$ cat src/rtl/mxv_frame_decoder.sv
// mxv_frame_decoder
//
// Byte-level command frame decoder for the matrix-vector datapath.
// Accepts bytes from the serial receiver, checks a
//   HEADER, L, CMD, L payload bytes, TAIL
// frame and streams the payload bytes downstream. The payload byte count is
// tracked by an external command-length counter. This block drives that
// counter's enable, synchronous clear and length inputs, and reads back its
// finish flag to find the last payload byte.
//
// Ports:
//   clk              clock
//   reset            asynchronous, active-low reset
//   rx_data          received byte, qualified by rx_valid
//   rx_valid         one-cycle strobe per received byte
//   rx_parity_err    byte is corrupt; aborts any frame in progress
//   count_finish     counter flag, high when count == count_length-1
//   count_enable     counter enable (combinational)
//   count_sync_reset counter synchronous clear (combinational)
//   count_length     latched payload length L
//   cmd_code         latched command byte
//   payload_data     registered payload byte
//   payload_valid    one-cycle pulse per payload byte
//   payload_last     marks payload byte L-1
//   frame_done       one-cycle pulse after a correct tail byte
//   frame_error      one-cycle pulse on any abort
//   busy             high while a frame is in progress
module mxv_frame_decoder #(
  parameter int                     WORD_LENGTH = 8,
  parameter logic [WORD_LENGTH-1:0] HEADER      = 8'hFE,
  parameter logic [WORD_LENGTH-1:0] TAIL        = 8'hEF
) (
  input  logic                   clk,
  input  logic                   reset,
  input  logic [WORD_LENGTH-1:0] rx_data,
  input  logic                   rx_valid,
  input  logic                   rx_parity_err,
  input  logic                   count_finish,
  output logic                   count_enable,
  output logic                   count_sync_reset,
  output logic [WORD_LENGTH-1:0] count_length,
  output logic [WORD_LENGTH-1:0] cmd_code,
  output logic [WORD_LENGTH-1:0] payload_data,
  output logic                   payload_valid,
  output logic                   payload_last,
  output logic                   frame_done,
  output logic                   frame_error,
  output logic                   busy
);

  typedef enum logic [2:0] {
    IDLE    = 3'd0,
    LEN     = 3'd1,
    CMD     = 3'd2,
    PAYLOAD = 3'd3,
    TAILCHK = 3'd4
  } state_t;

  state_t state_q;
  state_t state_d;

  logic   byte_ok;
  logic   header_start;
  logic   payload_vld_p0;
  logic   payload_last_p0;
  logic   done_p0;
  logic   error_p0;
  logic   len_load_p0;
  logic   cmd_load_p0;

  // A byte is usable only when strobed and parity-clean.
  assign byte_ok      = rx_valid & ~rx_parity_err;
  assign header_start = byte_ok & (state_q == IDLE) & (rx_data == HEADER);

  // Clearing on every frame start re-aligns the counter even after an
  // aborted frame left it mid-count.
  assign count_sync_reset = header_start;
  assign count_enable     = header_start | (byte_ok & (state_q == PAYLOAD));

  assign busy = (state_q != IDLE);

  // Stage p0: decode the incoming byte against the current state.
  always_comb begin
    state_d         = state_q;
    payload_vld_p0  = 1'b0;
    payload_last_p0 = 1'b0;
    done_p0         = 1'b0;
    error_p0        = 1'b0;
    len_load_p0     = 1'b0;
    cmd_load_p0     = 1'b0;

    if (rx_valid) begin
      if (state_q != IDLE && rx_parity_err) begin
        error_p0 = 1'b1;
        state_d  = IDLE;
      end else begin
        unique case (state_q)
          IDLE: begin
            // Parity-flagged and non-header bytes are silently dropped.
            if (!rx_parity_err && rx_data == HEADER) begin
              state_d = LEN;
            end
          end
          LEN: begin
            if (rx_data == '0) begin
              error_p0 = 1'b1;
              state_d  = IDLE;
            end else begin
              len_load_p0 = 1'b1;
              state_d     = CMD;
            end
          end
          CMD: begin
            cmd_load_p0 = 1'b1;
            state_d     = PAYLOAD;
          end
          PAYLOAD: begin
            // HEADER/TAIL values are plain data here; only the counter
            // decides where the payload ends.
            payload_vld_p0  = 1'b1;
            payload_last_p0 = count_finish;
            if (count_finish) begin
              state_d = TAILCHK;
            end
          end
          TAILCHK: begin
            if (rx_data == TAIL) begin
              done_p0 = 1'b1;
            end else begin
              error_p0 = 1'b1;
            end
            state_d = IDLE;
          end
          default: begin
            state_d = IDLE;
          end
        endcase
      end
    end
  end

  // Stage p1: registered state and outputs.
  always_ff @(posedge clk or negedge reset) begin
    if (!reset) begin
      state_q       <= IDLE;
      count_length  <= '0;
      cmd_code      <= '0;
      payload_data  <= '0;
      payload_valid <= 1'b0;
      payload_last  <= 1'b0;
      frame_done    <= 1'b0;
      frame_error   <= 1'b0;
    end else begin
      state_q       <= state_d;
      payload_valid <= payload_vld_p0;
      payload_last  <= payload_last_p0;
      frame_done    <= done_p0;
      frame_error   <= error_p0;
      if (len_load_p0) begin
        count_length <= rx_data;
      end
      if (cmd_load_p0) begin
        cmd_code <= rx_data;
      end
      if (payload_vld_p0) begin
        payload_data <= rx_data;
      end
    end
  end

endmodule

$ cat config.mk
export PLATFORM = sky130hd
export DESIGN_NAME = mxv_frame_decoder
export DESIGN_NICKNAME = d
export VERILOG_FILES = /design/src/rtl/mxv_frame_decoder.sv
export SDC_FILE = /design/constraint.sdc
export NUM_CORES = 1
export LEC_CHECK = 0
export ABC_AREA = 1
export CAP_MARGIN = 30
export CORE_UTILIZATION = 30
export CTS_CLUSTER_DIAMETER = 60
export DETAILED_ROUTE_END_ITERATION = 8
export PLACE_DENSITY = 0.54
export SYNTH_ARGS = -nofsm -noshare
export SYNTH_HDL_FRONTEND = slang
export SYNTH_SLANG_ARGS = --single-unit
$ cat constraint.sdc
create_clock -name clk -period 1.4 [get_ports clk]
set_clock_uncertainty 0.1 [all_clocks]
set_input_delay 0.21 -clock clk [delete_from_list [all_inputs] [get_ports clk]]
set_output_delay 0.21 -clock clk [all_outputs]
set_load 0.02 [all_outputs]
* Word-level counts from Yosys, hierarchy flattened *
Cells that the tools add are included.

storage, ports and cells
  memories kept = 0
  RAM bits = 0
  input port bits = 13
  bits in latches = 0
  flip-flop bits (word level) = 31
  ROM bits = 0

cells by class
  add/subtract/negate cells = 0
  reduce and logical (&&, ||, !) cells = 7
  $lt $le $gt $ge = 0
  equality and inequality tests = 8
  multipliers = 0
  divide/modulo/power cells = 0
  bitwise operators = 6
  mux-type cells = 27
  shift operators = 0

operator list
  cell                                                   number
  2-to-1 mux 1 bit                                       21
  == test 8 bit, second input constant                   2
  case mux 3 bit (4 select lines)                        1
  2-to-1 mux 3 bit                                       3
  logical NOT 8 bit                                      1
  == test 3 x 2 -> 1 bit, second input constant          2
  AND 1 bit                                              4
  == test 3 x 1 -> 1 bit, second input constant          1
  == test 3 bit, second input constant                   1
  logical NOT 3 bit                                      1
  inequality test 3 x 1 -> 1 bit, second input constant  1
  inequality test 3 x 2 -> 1 bit, second input constant  1
  AND reduction 3 bit                                    1
  nonzero test 3 bit                                     1
  logical AND 1 bit                                      2
  2-to-1 mux 2 bit                                       1
  case mux 1 bit (2 select lines)                        1
  logical NOT 1 bit                                      1
  NOT 1 bit                                              1
  bitwise OR 1 bit                                       1

* Depth between registers and ports, before layout *
  word-level depth = 5
  depth in mapped cells = 9
  gate-level depth less buffers = 8

* Worst setup path before layout *
No wires, ideal clock.

  kind = reg-to-output
  start point = reg state_q[0]
  end point = out count_enable
  data required time = 1.090 ns
  stages on the path, launching flop included = 6
  arrival = 1.327 ns
  setup slack = -0.237 ns
  cells stage by stage = dfrtp_1 -> nor2_4 -> nand2_2 -> inv_2 -> nand2_1 -> o21ai_0

on the way
  longest elaborated chain between the ends = 4
  elaborated cells between the ends (all ways) = 6

ends and longest elaborated chain
  item                    RTL line  source
  from (decl)             59        state_t state_q;
  from (signal assigned)  154       state_q <= state_d;
  logical NOT 3 bit       73        assign header_start = byte_ok & (state_q == IDLE) & (rx_data == HEADER);
  AND 1 bit (2 in a row)  73
  bitwise OR 1 bit (*)    78        assign count_enable = header_start | (byte_ok & (state_q == PAYLOAD));
  to (decl)               39        output logic count_enable,

Mark *: on every way between the ends. The rest lies on a longest branch, timed or not.

* Worst setup path after layout *
  start point = reg state_q[2]
  end point = out count_enable

The elaborated chain is that of the path after synthesis.

==> metrics <==
status finished with violations; violated checks setup timing; initial antenna violation count 0; antenna viol nets, final 0; Synth-to-Final Area Change 71.7%; Via density approximately 4.5; share of post-route cells with drive strength above 1 38.8%; NetSw 1.86 mW; maxcap violations 0; synthesized flop and latch total 31; fin crit period 1620 ps; WL met3 approximately 110 µm; Reg2Reg Setup Slack -90 ps; IO Pins 44; Yosys cell types 20; CTS root buffer clkbuf_8; drt drc 0; crit path max fanout 4; largest net degree at the start of global routing 32; final hold slack 188 ps; Leak 1.31 nW; yosys warns 0; post-layout util 54.3%; post-synth top area cell dfrtp_1; Yosys top cell area share 55.6%; routed vias 1332; wl on met1 around 1800 µm; slack of the critical path -216 ps; mean area per synthesized cell 8.89 µm²; Synth Net Count 170; DRT iter0 DRCs 48; Seq/Total Area, Yosys 55.6%; RR Startpoint state_q[2]; mapped cell area 0.00140 mm²; # setup viols final 19; most common cell after layout, fill and taps aside nand2_1; NumNets Final 254; Worst Max-Slew Pin Slew 212 ps; die area 0.00493 mm²; Site Rows 24; RD Place Congestion 0.855; Initial Util 31.6%; Tot GR Track Use between 10% and 20%; # hold bufs at CTS 0; Inserted Diodes 0; Worst-path clk slew 70 ps; most frequent cells in the layout 34 x nand2_1, 30 x dfrtp_1, 30 x buf_4; CP Launch Type flop; Gate Count Post-Synth 157; H-tree depth 2; CTS Buf Count 5; fmax 0.619 GHz; Setup crit end kind output pin; Critical Path AT 1310 ps; Final HPWL DP about 2600 µm; DR WL met2 approximately 1900 µm; Final Hold Vio Count 0; Final TNS setup -1620 ps; Filler cells 399; placed cells 277; first-pass GRT wire length 6260 µm; CTS tree built; Comb pwr share 53.7%; cells on worst reg2reg path 8; Die Wd ~70 µm; vias in the first global route around 1300; Seq pwr share 31.6%; clock latency on the worst-skew pair 280 ps; Final Slew Violations 0; final total power between 4 and 5 mW; Sw Share around two fifths; chip height about 70 µm; power share of the clock group 14.7%; RSZ-0062 raised after global routing true; core area 0.00441 mm²; Clock Path Buffers 2; port bufs 43; PwrDens 1900 mW/mm²; worst relative slew slack approximately 86%; reg2reg end count_length[1]; Setup Crit Path Kind reg -> out; drt pass-1 iters 4; average wire per standard cell 13.0 µm; global route total overflow 0; ranking of synthesized cells by area dfrtp_1 56%, nand2_1 11%, o21ai_1 6.5%; Worst IR Drop VDD between 700 and 800 µV; Hold Crit Class in -> async; Max Used Layer met4; Pint 2.69 mW; filler-free cell count of the finished design slightly below 300; overall routed net length 3830 µm; Sink Count 31; worst path required time 1090 ps; Final period util 115%
==> cell usage after synthesis <==
library cell,n
a21oi_1,1
buf_2,2
buf_6,1
clkbuf_1,1
dfrtp_1,31
inv_1,17
inv_2,3
nand2_1,42
nand2_2,4
nand2_4,1
nand3_1,7
nand3_2,1
nand4_1,1
nor2_1,11
nor2_2,1
nor2_4,4
nor4_1,1
o21ai_0,2
o21ai_1,18
o21ai_2,8
==> power groups by stage <==
stage	Clock [mW]	Sequential (mW)	Combinational (mW)
after CTS	0.689	1.43	2.32
final	0.670	1.44	2.44
after global routing	0.728	1.47	2.64
after floorplan	0	1.81	0.836
after global placement	0	1.44	2.27
after detailed placement	0	1.45	2.29
==> how the worst max path moves through the flow <==
stage / slack (ps) / startpoint / end / cells past startpoint
finish: -220 / state_q[2] / count_enable / 6
global route: -260 / state_q[0] / count_enable / 6
CTS: -230 / rx_data[4] / count_enable / 6
detailed placement: -790 / rx_data[6] / count_enable / 6
global placement: -750 / rx_data[6] / count_enable / 6
floorplan: -10 / state_q[0] / count_length[5] / 9
==> per-layer routing <==
metal / vias up / track usage, %
met5: - / 0
met4: 0 / 7.56
met3: 7 / 3.46
met2: 29 / 26.6
met1: 633 / 21.7
li1: 663 / -
==> cell families (layout without fill, tap and decap cells) <==
group / Yosys count / count (layout) / synth area share (%)
AO/OA/AOI/OAI: 29 / 29 / 12.6
buffers and inverters: 24 / 108 / 7.17
flip-flops: 31 / 31 / 55.6
AND/OR/NAND/NOR: 73 / 74 / 24.7
==> repair_timing <==
action | in CTS | in global routing
gates cloned | 1 | 1
setup endpoints to repair | 40 | 26
endpoints found under the hold margin | 0 | 0
pin swaps | 3 | 7
setup buffers | 5 | 3
gates resized for setup | 59 | 27
==> sequential cells by signal (all words and copies together) (netlist names) <==
register	flops
cmd_code	8
count_length	8
frame_done	1
frame_error	1
payload_data	8
payload_last	1
payload_valid	1
state_q	3
==> area by class of cell <==
class | count | area [µm²] | area share (%)
clock buffers | 7 | 76.3 | 3.19
clock inverters | 1 | 5.00 | 0.209
inverters | 20 | 80.1 | 3.34
multi-input cells | 103 | 643 | 26.8
flip-flops and latches | 31 | 777 | 32.4
well taps | 52 | 65.1 | 2.72
repair buffers | 80 | 749 | 31.3
==> per-stage QoR <==
step | setup slack [ps] | area [µm²]
after detailed placement | -790 | 2120
after global routing | -263 | 2400
after floorplan | -10.0 | 1410
after CTS | -226 | 2260
after global placement | -752 | 2120
final | -216 | 2400
==> critical path, stage by stage (launching register included) <==
cell,delay [ps]
dfrtp_2,450
nor2_4,120
nand2_4,60
inv_4,60
nand2_4,50
o21ai_2,150
buf_6,130
No activity file was read; power rests on OpenSTA's default activity.
